File: src/rtl/alu_seq_if.sv
// Request/response bundle between the register-read stage and alu_seq.
// master drives operands and the op request; slave returns the registered result.
interface alu_seq_if #(
  parameter int unsigned WIDTH = 32
);
  logic             valid_i;
  logic             ready_o;
  logic [3:0]       ctrl_i;
  logic [WIDTH-1:0] src1_i;
  logic [WIDTH-1:0] src2_i;
  logic             valid_o;
  logic [WIDTH-1:0] result_o;
  logic             zero_o;

  modport master (
    output valid_i, ctrl_i, src1_i, src2_i,
    input  ready_o, valid_o, result_o, zero_o
  );

  modport slave (
    input  valid_i, ctrl_i, src1_i, src2_i,
    output ready_o, valid_o, result_o, zero_o
  );
endinterface

File: src/rtl/alu_seq.sv
// Datapath ALU: single-cycle logic/arith ops plus an iterative shift-add multiplier.
// Define ALU_SEQ_DIV_EN to build the restoring divider for DIVU/REMU.
module alu_seq #(
  parameter int unsigned WIDTH = 32
) (
  input  logic     clk_i,
  input  logic     rst_i,
  alu_seq_if.slave bus
);

  localparam int unsigned SHW = $clog2(WIDTH);

  localparam logic [3:0] OP_AND  = 4'd0;
  localparam logic [3:0] OP_OR   = 4'd1;
  localparam logic [3:0] OP_ADD  = 4'd2;
  localparam logic [3:0] OP_MUL  = 4'd3;
  localparam logic [3:0] OP_SUB  = 4'd6;
  localparam logic [3:0] OP_SLT  = 4'd7;
  localparam logic [3:0] OP_SRA  = 4'd8;
  localparam logic [3:0] OP_LUI  = 4'd9;
  localparam logic [3:0] OP_SLE  = 4'd11;
  localparam logic [3:0] OP_NOR  = 4'd12;
`ifdef ALU_SEQ_DIV_EN
  localparam logic [3:0] OP_DIVU = 4'd4;
  localparam logic [3:0] OP_REMU = 4'd5;
`endif

  typedef enum logic [1:0] {
    ST_IDLE = 2'd0,
    ST_RUN  = 2'd1,
    ST_DONE = 2'd2
  } state_e;

  state_e           state_q, state_d;
  logic [SHW-1:0]   cnt_q, cnt_d;
  logic [WIDTH-1:0] acc_q, acc_d;     // product accumulator / partial remainder
  logic [WIDTH-1:0] opa_q, opa_d;     // multiplicand / dividend shifting into quotient
  logic [WIDTH-1:0] opb_q, opb_d;     // multiplier / divisor
  logic [WIDTH-1:0] result_q, result_d;
  logic             zero_q, zero_d;
  logic             valid_q, valid_d;
  logic             ready_q, ready_d;
`ifdef ALU_SEQ_DIV_EN
  logic             div_q, div_d;
  logic             rem_q, rem_d;
  logic [WIDTH:0]   rem_sh_c;
  logic             ge_c;
`endif

  logic             accept_c;
  logic             is_iter_c;
  logic [WIDTH-1:0] alu_c;

  assign accept_c     = bus.valid_i && ready_q;
  assign bus.ready_o  = ready_q;
  assign bus.valid_o  = valid_q;
  assign bus.result_o = result_q;
  assign bus.zero_o   = zero_q;

  // Single-cycle result and iterative-op decode
  always_comb begin
    alu_c     = '0;
    is_iter_c = 1'b0;
    case (bus.ctrl_i)
      OP_AND: alu_c = bus.src1_i & bus.src2_i;
      OP_OR:  alu_c = bus.src1_i | bus.src2_i;
      OP_ADD: alu_c = bus.src1_i + bus.src2_i;
      OP_SUB: alu_c = bus.src1_i - bus.src2_i;
      OP_NOR: alu_c = ~(bus.src1_i | bus.src2_i);
      OP_SLT: alu_c = WIDTH'($signed(bus.src1_i) <  $signed(bus.src2_i));
      OP_SLE: alu_c = WIDTH'($signed(bus.src1_i) <= $signed(bus.src2_i));
      OP_SRA: alu_c = $unsigned($signed(bus.src2_i) >>> bus.src1_i[SHW-1:0]);
      OP_LUI: alu_c = bus.src2_i << (WIDTH / 2);
      OP_MUL: is_iter_c = 1'b1;
`ifdef ALU_SEQ_DIV_EN
      OP_DIVU, OP_REMU: is_iter_c = 1'b1;
`endif
      default: alu_c = '0;
    endcase
  end

`ifdef ALU_SEQ_DIV_EN
  // Restoring step: bring in next dividend bit, subtract divisor if it fits
  always_comb begin
    rem_sh_c = {acc_q, opa_q[WIDTH-1]};
    ge_c     = (rem_sh_c >= {1'b0, opb_q});
  end
`endif

  // Next-state and datapath
  always_comb begin
    state_d  = state_q;
    cnt_d    = cnt_q;
    acc_d    = acc_q;
    opa_d    = opa_q;
    opb_d    = opb_q;
    result_d = result_q;
`ifdef ALU_SEQ_DIV_EN
    div_d    = div_q;
    rem_d    = rem_q;
`endif
    case (state_q)
      ST_IDLE, ST_DONE: begin
        state_d = ST_IDLE;
        if (accept_c) begin
          if (is_iter_c) begin
            state_d = ST_RUN;
            cnt_d   = SHW'(WIDTH - 1);
            acc_d   = '0;
            opa_d   = bus.src1_i;
            opb_d   = bus.src2_i;
`ifdef ALU_SEQ_DIV_EN
            div_d   = (bus.ctrl_i == OP_DIVU) || (bus.ctrl_i == OP_REMU);
            rem_d   = (bus.ctrl_i == OP_REMU);
`endif
          end else begin
            state_d  = ST_DONE;
            result_d = alu_c;
          end
        end
      end
      ST_RUN: begin
        acc_d = acc_q + (opb_q[0] ? opa_q : '0);
        opa_d = opa_q << 1;
        opb_d = opb_q >> 1;
`ifdef ALU_SEQ_DIV_EN
        if (div_q) begin
          opa_d = {opa_q[WIDTH-2:0], ge_c};
          opb_d = opb_q;
          acc_d = ge_c ? WIDTH'(rem_sh_c - {1'b0, opb_q}) : rem_sh_c[WIDTH-1:0];
        end
`endif
        if (cnt_q == '0) begin
          state_d  = ST_DONE;
          result_d = acc_d;
`ifdef ALU_SEQ_DIV_EN
          if (div_q && !rem_q) result_d = opa_d;
`endif
        end else begin
          cnt_d = cnt_q - 1'b1;
        end
      end
      default: state_d = ST_IDLE;
    endcase
    zero_d  = (result_d == '0);
    valid_d = (state_d == ST_DONE);
    ready_d = (state_d != ST_RUN);
  end

  always_ff @(posedge clk_i) begin
    if (rst_i) begin
      state_q  <= ST_IDLE;
      cnt_q    <= '0;
      acc_q    <= '0;
      opa_q    <= '0;
      opb_q    <= '0;
      result_q <= '0;
      zero_q   <= 1'b1;
      valid_q  <= 1'b0;
      ready_q  <= 1'b1;
`ifdef ALU_SEQ_DIV_EN
      div_q    <= 1'b0;
      rem_q    <= 1'b0;
`endif
    end else begin
      state_q  <= state_d;
      cnt_q    <= cnt_d;
      acc_q    <= acc_d;
      opa_q    <= opa_d;
      opb_q    <= opb_d;
      result_q <= result_d;
      zero_q   <= zero_d;
      valid_q  <= valid_d;
      ready_q  <= ready_d;
`ifdef ALU_SEQ_DIV_EN
      div_q    <= div_d;
      rem_q    <= rem_d;
`endif
    end
  end

endmodule
File: src/flat_wrapper.sv
// flat-port wrapper written by rule: the top's interface ports become plain ports
module alu_seq_flat 
#(
  parameter int unsigned WIDTH = 32
)
  (clk_i, rst_i, bus_valid_i, bus_ctrl_i, bus_src1_i, bus_src2_i, bus_ready_o, bus_valid_o, bus_result_o, bus_zero_o);
  alu_seq_if #(.WIDTH(WIDTH)) bus_i ();
  input  logic clk_i;
  input  logic rst_i;
  input wire logic [$bits(bus_i.valid_i)-1:0] bus_valid_i;
  input wire logic [$bits(bus_i.ctrl_i)-1:0] bus_ctrl_i;
  input wire logic [$bits(bus_i.src1_i)-1:0] bus_src1_i;
  input wire logic [$bits(bus_i.src2_i)-1:0] bus_src2_i;
  output wire logic [$bits(bus_i.ready_o)-1:0] bus_ready_o;
  output wire logic [$bits(bus_i.valid_o)-1:0] bus_valid_o;
  output wire logic [$bits(bus_i.result_o)-1:0] bus_result_o;
  output wire logic [$bits(bus_i.zero_o)-1:0] bus_zero_o;
  assign bus_i.valid_i = bus_valid_i;
  assign bus_i.ctrl_i = bus_ctrl_i;
  assign bus_i.src1_i = bus_src1_i;
  assign bus_i.src2_i = bus_src2_i;
  assign bus_ready_o = bus_i.ready_o;
  assign bus_valid_o = bus_i.valid_o;
  assign bus_result_o = bus_i.result_o;
  assign bus_zero_o = bus_i.zero_o;
  alu_seq #(.WIDTH(WIDTH)) u_core (.clk_i(clk_i), .rst_i(rst_i), .bus(bus_i));
endmodule
File: config.mk
export PLATFORM = sky130hd
export DESIGN_NAME = alu_seq_flat
export DESIGN_NICKNAME = d
export VERILOG_FILES = /design/src/rtl/alu_seq_if.sv /design/src/rtl/alu_seq.sv /design/src/flat_wrapper.sv
export SDC_FILE = /design/constraint.sdc
export NUM_CORES = 1
export LEC_CHECK = 0
export BUFFER_PORTS_ARGS = -buffer_cell sky130_fd_sc_hd__buf_2
export CAP_MARGIN = 25
export CELL_PAD_IN_SITES_DETAIL_PLACEMENT = 0
export CELL_PAD_IN_SITES_GLOBAL_PLACEMENT = 2
export CORE_MARGIN = 2
export CORE_UTILIZATION = 33
export DETAILED_ROUTE_END_ITERATION = 16
export MAX_ROUTING_LAYER = met4
export PLACE_DENSITY = 0.87
export SLEW_MARGIN = 30
export SYNTH_ARGS = -nofsm -noshare
export SYNTH_HDL_FRONTEND = slang
export SYNTH_SLANG_ARGS = --single-unit
export TNS_END_PERCENT = 10
File: constraint.sdc
create_clock -name clk_i -period 3.89 [get_ports clk_i]
set_input_delay 0.1945 -clock clk_i [delete_from_list [all_inputs] [get_ports clk_i]]
set_output_delay 0.1945 -clock clk_i [all_outputs]
set_load 0.02 [all_outputs]
# Yosys cells after proc, flatten, opt, wreduce, memory -nomap -nowiden
# Cells that the tools add are included.
# W data, S select, Z words.
# word_totals
regBits	138
inputBits	71
out_inout_bits	35
# op_classes
bitwise	3
shift	1
reduce_logical	9
magnitude_cmp	2
eq_ne	16
n_mux	24
add_sub_neg	4
# ops
cell	count
$mux W32	10
$pmux W32 S9	1
$pmux W32 S2	4
$add A32 B32 Y32	2
$and A32 B32 Y32	1
$le A32 B32 Y1	1
$logic_not A32 Y1	1
$lt A32 B32 Y1	1
$not A32 Y32	1
$or A32 B32 Y32	1
$sshr A32 B5 Y32	1
$sub A32 B32 Y32	1
$eq A4 B4 Y1 const B	4
$mux W5	3
$pmux W5 S2	1
$eq A4 B2 Y1 const B	2
$eq A4 B3 Y1 const B	2
$mux W2	3
$ne A2 B1 Y1 const B	3
$logic_not A5 Y1	1
$sub A5 B1 Y5 const B	1
$eq A2 B2 Y1 const B	2
$eq A4 B1 Y1 const B	1
$logic_not A4 Y1	1
10 further kinds	10

# Logic depth before layout (Yosys ltp)
# Gate-level depths: netlist (run 1).
# depth
word_depth	7
depth_mapped	18
mapped_depth_nobuf	15

# Least setup slack after synthesis (run 1)
# OpenSTA, ideal clock, no wires.
# synth_path
path_kind	in2reg
from	input bus_src1_i[3]
to	register u_core.zero_q, in the netlist u_core.bus.zero_o
setup_ps	60
setup_slack_ps	-12
cell_stages	18
t_arrival_ps	3842
path_cell_list	buf_2 > inv_2 > buf_2 > clkbuf_1 > ha_1 > buf_2 > nor2b_1 > o31ai_1 > a211oi_1 > nor3_1 > a21oi_2 > a31oi_1 > a211o_1 > and3_1 > a221oi_1 > nand4_1 > nor4_1 > a41o_1
# synth_via
elab_chain_len	7
# synth_lines
item	line_no	text
start: declaration	flat_wrapper.sv:12	input wire logic [$bits(bus_i.src1_i)-1:0] bus_src1_i;
branches (longest 2 deep; another with $sub A32 B32 Y32)	--	
$pmux W32 S9 (*)	alu_seq.sv:64	case (bus.ctrl_i)
$mux W32 (*)	alu_seq.sv:106	if (is_iter_c) begin
$mux W32 (*)	alu_seq.sv:105	if (accept_c) begin
$pmux W32 S2 (*)	alu_seq.sv:102	case (state_q)
$logic_not A32 Y1 (*)	alu_seq.sv:145	zero_d = (result_d == '0);
end signal: assignment	alu_seq.sv:172	zero_q <= zero_d;
end: declaration	alu_seq.sv:40	logic zero_q, zero_d;
# Every way passes the cells marked *.
# A chain may end at the register's enable or synchronous reset.

# Worst setup path after layout (run 1)
# layout_path
from	register u_core.opb_q[0]
to	register u_core.zero_q, in the netlist u_core.bus.zero_o
# layout_via
elab_chain_len	5
# layout_lines
item	line_no	text
start: declaration	alu_seq.sv:38	logic [WIDTH-1:0] opb_q, opb_d;
start signal: assignment	alu_seq.sv:170	opb_q <= opb_d;
$mux W32	alu_seq.sv:123	acc_d = acc_q + (opb_q[0] ? opa_q : '0);
$add A32 B32 Y32	alu_seq.sv:123	
$mux W32	alu_seq.sv:133	if (cnt_q == '0) begin
$pmux W32 S2	alu_seq.sv:102	
$logic_not A32 Y1	alu_seq.sv:145	
# Every way passes these cells.

==> results of run 1 <==
-- stage by stage --
stage	total power [mW]	setup WS (ns)	instances
2_1_floorplan	2.466	0.09556	2038
3_3_place_gp	3.388	-0.6857	2959
3_5_place_dp	3.385	-0.6925	2959
4_1_cts	5.170	-0.01991	2993
5_1_grt	5.385	-0.1049	2997
6_report	5.191	0.09743	2997
-- per-layer routing --
layer	wire, um	up-vias	track usage, %
met5	0	-	-
met4	2103	0	9.749
met3	5373	120	4.623
met2	33610	822	50.30
met1	34490	8672	44.41
li1	-	8209	-
-- kinds of logic after synthesis --
group                      Yosys count  share of synthesized area (%)
and+or+nand+nor                    770                          23.43
AOI/OAI and AO/OA                  614                          28.64
buffers and inverters              244                          6.660
DFF                                138                          18.64
adders and majority gates          132                          11.29
muxes                               72                          7.319
xor gates and xnor gates            68                          4.018
-- report_power, final --
part	switching (mW)	leakage [nW]	internal (mW)
Sequential	0.0384	1.12	1.46
Clock	0.786	0.307	0.982
Combinational	1.15	6.93	0.780
Total	1.97	8.35	3.22
-- flip-flops by register name, indices dropped and copies added, names as in the netlist --
register and flops:
u_core.acc_q 32, u_core.bus.ready_o 1, u_core.bus.result_o 32, u_core.bus.valid_o 1
u_core.bus.zero_o 1, u_core.cnt_q 5, u_core.opa_q 32, u_core.opb_q 32
u_core.state_q 2
-- cell usage after synthesis (all sizes together), types with 21 or more instances --
cell type | number | area share, %
ha | 129 | 11
nand3 | 58 | 2.0
nor3 | 38 | 1.3
inv | 101 | 2.6
a21o | 21 | 1.1
and2 | 36 | 1.5
o211ai | 22 | 1.1
mux2i | 33 | 2.2
dfxtp | 138 | 19
a31oi | 22 | 0.93
nor4 | 27 | 1.2
a311oi | 64 | 3.8
xnor2 | 50 | 3.0
mux4 | 27 | 4.2
o21ai | 87 | 2.9
a221oi | 28 | 1.7
nor2 | 238 | 6.0
a21oi | 172 | 5.9
o31ai | 23 | 1.2
clkbuf | 100 | 2.5
nand2 | 285 | 7.2
buf | 40 | 1.5
-- what timing repair did --
action / in CTS / in global routing
gates resized for setup: 22 / 25
endpoints found under the setup margin: 4 / 6
setup buffers: 2 / 3
pin swaps: 13 / 14
-- how the worst max path moves through the flow --
stage | start | end | slack [ns] | cells past startpoint
after detailed placement | u_core.opb_q[0] | u_core.bus.zero_o | -0.69 | 16
after CTS | u_core.opb_q[0] | u_core.bus.zero_o | -0.02 | 16
final | u_core.opb_q[0] | u_core.bus.zero_o | 0.1 | 16
after floorplan | bus_src1_i[3] | u_core.bus.zero_o | 0.1 | 18
after global placement | u_core.opb_q[0] | u_core.bus.zero_o | -0.69 | 16
after global routing | u_core.opb_q[0] | u_core.bus.zero_o | -0.10 | 16
-- layout make-up --
class                      count  area, um^2
multi-input combinational   1656       11350
tap                          592       740.7
inverter                     104       390.4
sequential                   138        2766
fill                        4682       25100
clock buffer                  17       425.4
antenna                        1       2.502
clock inverter                15       196.4
timing repair buffer         474        3353
-- worst min-delay path, delay by kind of cell --
family / cells / cell delay, ns
compound gates: 1 / 0.07
simple gates: 1 / 0.06
buf+inv: 1 / 0.13
==> results.sh, run 1 <==
export IMPL_dieArea_um2=46630
export IMPL_irDropWorstVdd_mv=0.3947
export IMPL_min_to="u_core.opb_q[25]"
export IMPL_hold_buffers=0
export IMPL_crit_buf_inv=1
export IMPL_clock_latency_ns=0.48
export IMPL_grt_pass1_wl_um=110600
export IMPL_ys_seq_area_share_pct=18.64
export IMPL_num_vias=17820
export IMPL_synth_distinct_cells=93
export IMPL_r2r_end="u_core.bus.zero_o"
export IMPL_finalInstanceArea_um2=19220
export IMPL_core_um2=44320
export IMPL_via_per_inst=5.947
export IMPL_leakagePower_nw=8.352
export IMPL_timing_final_crit_share_pct=97.50
export IMPL_post_drt_wl_per_cell_um=25.22
export IMPL_path_delay_family="compound AO/OA/AOI/OAI gates"
export IMPL_hpwl_um=60940
export IMPL_nNetsFinal=2594
export IMPL_slowest_delay_ns=0.37
export IMPL_cts_path_max_buffers=2
export IMPL_io_buffers=105
export IMPL_holdPathStages=3
export IMPL_placed_cell_area_um2=18340
export IMPL_drt_iter0_drc=2028
export IMPL_synth_seq_cells=138
export IMPL_worstPathRequired_ns=4.31
export IMPL_worstPathMaxFanout=6
export IMPL_finalWirelength_um=75570
export IMPL_crit_slowest_cell="dfxtp_4"
export IMPL_area_growth_pct=29.68
export IMPL_num_io_pins=106
export IMPL_die_y_um=215.9
export IMPL_slew_viol_final=0
export IMPL_final_util_pct=43.37
export IMPL_syn_inst=2038
export IMPL_min_period_ns=3.793
export IMPL_postRouteAntennaNets=0
export IMPL_worstMarginPinSlew_ns=0.8389
export IMPL_cts_tree="done"
export IMPL_synth_edf_count=0
export IMPL_ys_warn_count=0
export IMPL_finClkSkew_ns=0.01501
export IMPL_ys_flop_type="dfxtp_1"
export IMPL_final_cell_mix="363 x buf_4, 285 x nand2_1, 231 x nor2_1"
export IMPL_post_route_drc_count=0
export IMPL_synth_area_per_cell_um2=7.273
export IMPL_whs_ns=0.02634
export IMPL_grt_max_degree=95
export IMPL_numCtsBuffers=17
export IMPL_num_rows=77
export IMPL_layout_drive_gt1_share_pct=25.46
export IMPL_gr_total_overflow=0
export IMPL_hold_class="input pin to flip-flop"
export IMPL_hold_viol_final=0
export IMPL_place_gp_congestion=1.037
export IMPL_root_buffer="clkbuf_16"
export IMPL_cts_sinks=138
export IMPL_clk_pin_slew_ns=0.07
export IMPL_cp_arrival_ns=4.21
export IMPL_powerDensity_nw_per_um2=270.1
export IMPL_r2r_slack_ns=0.1
export IMPL_start_util_pct=33.44
export IMPL_grt_pass1_vias=16960
export IMPL_drtPass1Iterations=6
export IMPL_grt_util_all_layers_pct=32.69
export IMPL_final_common_cell="buf_4"
export IMPL_min_from="bus_src2_i[25]"
export IMPL_htree_levels=4
export IMPL_r2r_start="u_core.opb_q[0]"
export IMPL_max_freq_mhz=263.7
export IMPL_startpoint_type="flip-flop"
export IMPL_die_x_um=215.9
export IMPL_finalSetupViolCount=0
export IMPL_r2r_cells=16
export IMPL_path_class="flip-flop to flip-flop"
export IMPL_critPathCaptureType="flip-flop"
export IMPL_syn_area_um2=14820
export IMPL_relSlewSlack_pct=43.86
export IMPL_status="finished clean"
export IMPL_synth_nets=2241
export IMPL_grt_antenna_before_repair=2
export IMPL_tns_ns=0
export IMPL_crit_chain="and2_4, ha_4, fa_2, xor2_2, mux2_4, o21ai_4, o21ai_1, a211o_1, a221oi_2, and4_1, nand4_1, nor4_2, buf_4, nand4_1, nor4_2, a41o_1"
export IMPL_ys_async_sr_fraction_pct=0
export IMPL_rsz0062_at_grt="true"
export IMPL_cap_violations=0
No activity file was read; power rests on OpenSTA's default activity.
==> inputs of run 2 (changes only) <==
--- a/config.mk
+++ b/config.mk
@@ -10,10 +10,10 @@
 export CELL_PAD_IN_SITES_DETAIL_PLACEMENT = 0
 export CELL_PAD_IN_SITES_GLOBAL_PLACEMENT = 2
 export CORE_MARGIN = 2
-export CORE_UTILIZATION = 33
+export CORE_UTILIZATION = 39
 export DETAILED_ROUTE_END_ITERATION = 16
 export MAX_ROUTING_LAYER = met4
-export PLACE_DENSITY = 0.87
+export PLACE_DENSITY = 0.95
 export SLEW_MARGIN = 30
 export SYNTH_ARGS = -nofsm -noshare
 export SYNTH_HDL_FRONTEND = slang
==> constraint.sdc (replaced) <==
create_clock -name clk_i -period 4.6 [get_ports clk_i]
set_input_delay 0.23 -clock clk_i [delete_from_list [all_inputs] [get_ports clk_i]]
set_output_delay 0.23 -clock clk_i [all_outputs]
set_load 0.02 [all_outputs]
==> run 2 against run 1 <==
Net effect:
- final cell count fell by 11%
- worst hold slack improved by 0.077 ns
- register-to-register slack improved by 0.24 ns
- wire length shrank 9.6%
- sequential share of layout area is 1.9 points higher
- clock power decreased by 16%
- design area down 12%
- largest cell class unchanged
==> results.sh, run 2 (synthesis results as in run 1) <==
export IMPL_status="finished clean"
export IMPL_hpwl_um=54260
export IMPL_cp_arrival_ns=4.67
export IMPL_area_growth_pct=14.11
export IMPL_cts_path_max_buffers=2
export IMPL_r2r_slack_ns=0.34
export IMPL_timing_final_crit_share_pct=92.62
export IMPL_final_util_pct=45.01
export IMPL_num_rows=71
export IMPL_crit_chain="buf_4, and2_1, fa_1, a21oi_1, nor2_1, o21ai_0, a2111oi_0, o21ai_1, xnor2_1, o21ai_0, or4_4, nor2_2, nand4_1, nor4_1, a41o_1"
export IMPL_use_met1_pct=48.98
export IMPL_root_buffer="clkbuf_16"
export IMPL_multiInputGateArea_um2=11140
export IMPL_cpMostUsedCell="o21ai_0"
export IMPL_drt_iter0_drc=1895
export IMPL_hold_class="input pin to flip-flop"
export IMPL_fin_ws_ns=0.3393
export IMPL_htree_levels=4
export IMPL_leakagePower_nw=7.047
export IMPL_finalWirelength_um=68300
export IMPL_grt_antenna_before_repair=2
export IMPL_layout_drive_gt1_share_pct=14.85
export IMPL_slew_viol_final=0
export IMPL_final_cell_mix="285 x nand2_1, 234 x nor2_1, 169 x a21oi_1"
export IMPL_place_gp_congestion=1.040
export IMPL_finalSetupViolCount=0
export IMPL_grt_pass1_wl_um=101700
export IMPL_post_route_drc_count=0
export IMPL_via_per_inst=6.347
export IMPL_crit_slowest_cell="a2111oi_0"
export IMPL_max_freq_mhz=234.7
export IMPL_post_cts_setup_buffer_count=0
export IMPL_num_vias=16850
export IMPL_worstPathRequired_ns=5.01
export IMPL_gr_total_overflow=0
export IMPL_drtPass1Iterations=6
export IMPL_worstPathMaxFanout=31
export IMPL_finClkSkew_ns=0.01045
export IMPL_dieArea_um2=39580
export IMPL_powerDensity_nw_per_um2=244.1
export IMPL_fillCellCount=3906
export IMPL_critPathCaptureType="flip-flop"
export IMPL_path_delay_family="compound AO/OA/AOI/OAI gates"
export IMPL_num_io_pins=106
export IMPL_cts_tree="done"
export IMPL_io_buffers=105
export IMPL_busiest_layer="met2"
export IMPL_preCtsSetupSlack_ns=0.2000
export IMPL_post_drt_wl_per_cell_um=25.72
export IMPL_cts_sinks=138
export IMPL_crit_buf_inv=1
export IMPL_worstMarginPinSlew_ns=0.9395
export IMPL_grt_max_degree=87
export IMPL_die_y_um=198.9
export IMPL_met3_usage_pct=6.222
export IMPL_startpoint_type="flip-flop"
export IMPL_tns_ns=0
export IMPL_seqCellArea_um2=2763
export IMPL_path_class="flip-flop to flip-flop"
export IMPL_cap_violations=0
export IMPL_numCtsBuffers=17
export IMPL_grt_util_all_layers_pct=35.65
export IMPL_core_um2=37580
export IMPL_start_util_pct=39.44
export IMPL_clk_pin_slew_ns=0.06
export IMPL_met2_usage_pct=52.59
export IMPL_grt_pass1_vias=15810
export IMPL_hold_viol_final=0
export IMPL_relSlewSlack_pct=37.14
export IMPL_postRouteAntennaNets=0
export IMPL_clock_latency_ns=0.47
export IMPL_slowest_delay_ns=0.62
export IMPL_rsz0062_at_grt="false"
export IMPL_die_x_um=198.9
export IMPL_irDropWorstVdd_mv=0.2691
export IMPL_min_period_ns=4.261
export IMPL_final_common_cell="nand2_1"
export IMPL_nNetsFinal=2332
-- run 2: report_power, final --
group / internal, mW / total [mW] / switching, mW
logic: 0.480 / 1.38 / 0.898
registers: 1.23 / 1.26 / 0.0316
clock network: 0.872 / 1.49 / 0.614
-- run 2: routing by layer --
layer | share of wire, % | vias up | wire, um
li1 | - | 7672 | -
met1 | 45 | 8184 | 30420
met2 | 43 | 862 | 29480
met3 | 8.9 | 134 | 6080
met4 | 3.4 | 0 | 2321
met5 | 0 | - | 0
-- run 2: worst register-to-register path: stages (launching register included) --
cell and delay, ns:
dfxtp_1 0.36, buf_4 0.30, and2_1 0.23, fa_1 0.23, a21oi_1 0.10, nor2_1 0.23, o21ai_0 0.25, a2111oi_0 0.62
o21ai_1 0.25, xnor2_1 0.24, o21ai_0 0.14, or4_4 0.52, nor2_2 0.10, nand4_1 0.11, nor4_1 0.30, a41o_1 0.21
-- run 2: path summary, 6_finish.rpt --
kind	from	to	depth (start not counted)
max	u_core.opb_q[0]	u_core.bus.zero_o	15
min	bus_src1_i[5]	u_core.opa_q[5]	3
max reg2reg	u_core.opb_q[0]	u_core.bus.zero_o	15
min reg2reg	u_core.acc_q[24]	u_core.acc_q[24]	2
-- run 2: final cells by class --
| class | instances | area share, % |
|---|---|---|
| antenna | 2 | 0.02959 |
| tap | 511 | 3.780 |
| inverter | 104 | 2.308 |
| timing repair buffer | 212 | 8.093 |
| multi-input combinational | 1656 | 65.85 |
| sequential | 138 | 16.33 |
| clock inverter | 13 | 0.9839 |
| clock buffer | 19 | 2.619 |
-- run 2: repair_timing --
action / 4_1_cts / 5_1_grt
gates resized for setup: 0 / 3
endpoints found under the hold margin: 0 / 0
hold buffers: 0 / 0
setup endpoints to repair: 0 / 1
-- run 2: metrics by stage --
step | power [mW] | hold slack, ns | instances | instance area, um^2
after detailed placement | 2.619 | 0.4636 | 2621 | 16290
after global routing | 4.272 | 0.1066 | 2654 | 16910
after CTS | 4.106 | 0.07237 | 2653 | 16900
final | 4.128 | 0.1035 | 2655 | 16910
after global placement | 2.625 | 0.4565 | 2621 | 16290
after floorplan | 2.085 | 0.3890 | 2038 | 14820
==> inputs of run 3 (changes only) <==
--- a/config.mk
+++ b/config.mk
@@ -11,6 +11,7 @@
 export CELL_PAD_IN_SITES_GLOBAL_PLACEMENT = 2
 export CORE_MARGIN = 2
 export CORE_UTILIZATION = 39
+export CTS_BUF_LIST = sky130_fd_sc_hd__clkbuf_16
 export DETAILED_ROUTE_END_ITERATION = 16
 export MAX_ROUTING_LAYER = met4
 export PLACE_DENSITY = 0.95
==> run 3 against run 2 <==
Net effect:
- wire length hardly changed
- count of clock-buffer cells in the layout shrank 2
- first-iteration DRC count fell by 4.3%
- power fell by 0.41%
- design area is essentially flat
- global-route usage hardly changed
- clock skew is essentially flat
- sequential power is essentially flat
- worst hold slack worse by 0.012 ns
- critical path depth stayed put
- largest power group unchanged
- via count down 0.21%
- fmax about the same
==> results.sh, run 3 (synthesis results as in run 1) <==
export IMPL_num_io_pins=106
export IMPL_via_per_inst=6.336
export IMPL_die_x_um=198.9
export IMPL_cts_tree="done"
export IMPL_nNetsFinal=2332
export IMPL_layout_drive_gt1_share_pct=14.80
export IMPL_min_period_ns=4.261
export IMPL_power_frac_seq_pct=30.7
export IMPL_clock_latency_ns=0.47
export IMPL_relSlewSlack_pct=35.99
export IMPL_p_total_mw=4.111
export IMPL_final_cell_mix="285 x nand2_1, 234 x nor2_1, 169 x a21oi_1"
export IMPL_grt_antenna_before_repair=2
export IMPL_status="finished clean"
export IMPL_hold_viol_final=0
export IMPL_instances_no_fill=2654
export IMPL_io_buffers=105
export IMPL_finalSetupViolCount=0
export IMPL_die_y_um=198.9
export IMPL_start_util_pct=39.44
export IMPL_grt_max_degree=87
export IMPL_finalWirelength_um=68310
export IMPL_slew_viol_final=0
export IMPL_swShare_pct=37.60
export IMPL_startpoint_type="flip-flop"
export IMPL_place_gp_congestion=1.040
export IMPL_cp_arrival_ns=4.67
export IMPL_hold_class="input pin to flip-flop"
export IMPL_cts_sinks=138
export IMPL_critPathCaptureType="flip-flop"
export IMPL_num_rows=71
export IMPL_finClkSkew_ns=0.01010
export IMPL_numCtsBuffers=17
export IMPL_worstPathMaxFanout=31
export IMPL_dieArea_um2=39580
export IMPL_drt_iter0_drc=1814
export IMPL_rsz0062_at_grt="false"
export IMPL_worstMarginPinSlew_ns=0.9601
export IMPL_worstPathRequired_ns=5.01
export IMPL_num_vias=16820
export IMPL_hpwl_um=54260
export IMPL_dp_cells=2621
export IMPL_core_um2=37580
export IMPL_fillCellCount=3908
export IMPL_drtPass1Iterations=6
export IMPL_area_growth_pct=14.02
export IMPL_gr_total_overflow=0
export IMPL_post_route_drc_count=0
export IMPL_max_freq_mhz=234.7
export IMPL_hold_buffers=0
export IMPL_timing_final_crit_share_pct=92.63
export IMPL_finalInstanceArea_um2=16900
export IMPL_root_buffer="clkbuf_16"
export IMPL_htree_levels=4
export IMPL_tns_ns=0
export IMPL_cts_path_max_buffers=2
export IMPL_fin_ws_ns=0.3388
export IMPL_cap_violations=0
export IMPL_grt_pass1_vias=15810
export IMPL_grt_pass1_wl_um=101800
export IMPL_irDropWorstVdd_mv=0.2699
export IMPL_clk_pin_slew_ns=0.06
export IMPL_preCtsSetupSlack_ns=0.2000
export IMPL_placed_cell_area_um2=16290
export IMPL_clkPwrFrac_pct=35.7
export IMPL_path_class="flip-flop to flip-flop"
export IMPL_leakagePower_nw=7.045
export IMPL_postRouteAntennaNets=0
export IMPL_grt_util_all_layers_pct=35.66
export IMPL_switchingPower_mw=1.546
export IMPL_p_int_mw=2.565
export IMPL_combPwrFrac_pct=33.6
export IMPL_post_drt_wl_per_cell_um=25.74
export IMPL_final_common_cell="nand2_1"
export IMPL_powerDensity_nw_per_um2=243.2
run 3: worst max-delay path, stage by stage (launching register included):
cell       delay [ns]
dfxtp_1          0.36
buf_4            0.30
and2_1           0.22
fa_1             0.23
a21oi_1          0.10
nor2_1           0.23
o21ai_0          0.25
a2111oi_0        0.62
o21ai_1          0.25
xnor2_1          0.25
o21ai_0          0.14
or4_4            0.52
nor2_2           0.10
nand4_1          0.11
nor4_1           0.29
a41o_1           0.21
run 3: layout make-up:
cell class	instances	area (um^2)	area share, %
sequential	138	2763	16.35
clock buffer	17	425.4	2.517
tap	511	639.4	3.783
multi-input combinational	1656	11140	65.90
clock inverter	15	173.9	1.029
inverter	104	390.4	2.310
antenna	1	2.502	0.01481
timing repair buffer	212	1369	8.099
run 3: per-stage QoR:
step / hold WS [ns] / utilization, %
detailed placement: 0.4636 / 43.36
floorplan: 0.3890 / -
global route: 0.1066 / 44.97
finish: 0.09127 / 44.97
CTS: 0.07237 / 44.96
global placement: 0.4565 / 43.36
run 3: power by group through the flow:
stage	clock network [mW]	registers, mW	logic, mW
after CTS	1.49	1.26	1.34
after global routing	1.53	1.27	1.46
after detailed placement	0	1.29	1.33
after floorplan	0	1.30	0.788
final	1.47	1.26	1.38
after global placement	0	1.29	1.34
run 3: per-layer routing:
layer	track usage (%)	share of wire, %
met2	52.60	43
met3	6.222	8.4
met5	-	0
met1	48.99	45
met4	12.11	3.5
run 3: final timing paths:
kind	startpoint	end	slack, ns	cells past startpoint
worst max-delay path	u_core.opb_q[0]	u_core.bus.zero_o	0.34	15
worst min-delay path	bus_src1_i[7]	u_core.opa_q[7]	0.09	3
worst max register to register	u_core.opb_q[0]	u_core.bus.zero_o	0.34	15
worst min register to register	u_core.acc_q[17]	u_core.acc_q[17]	0.47	2
run 3: timing repair:
action                                  CTS  global route
gates resized for setup                   0             3
endpoints found under the setup margin    0             1
buffers inserted                          0             0
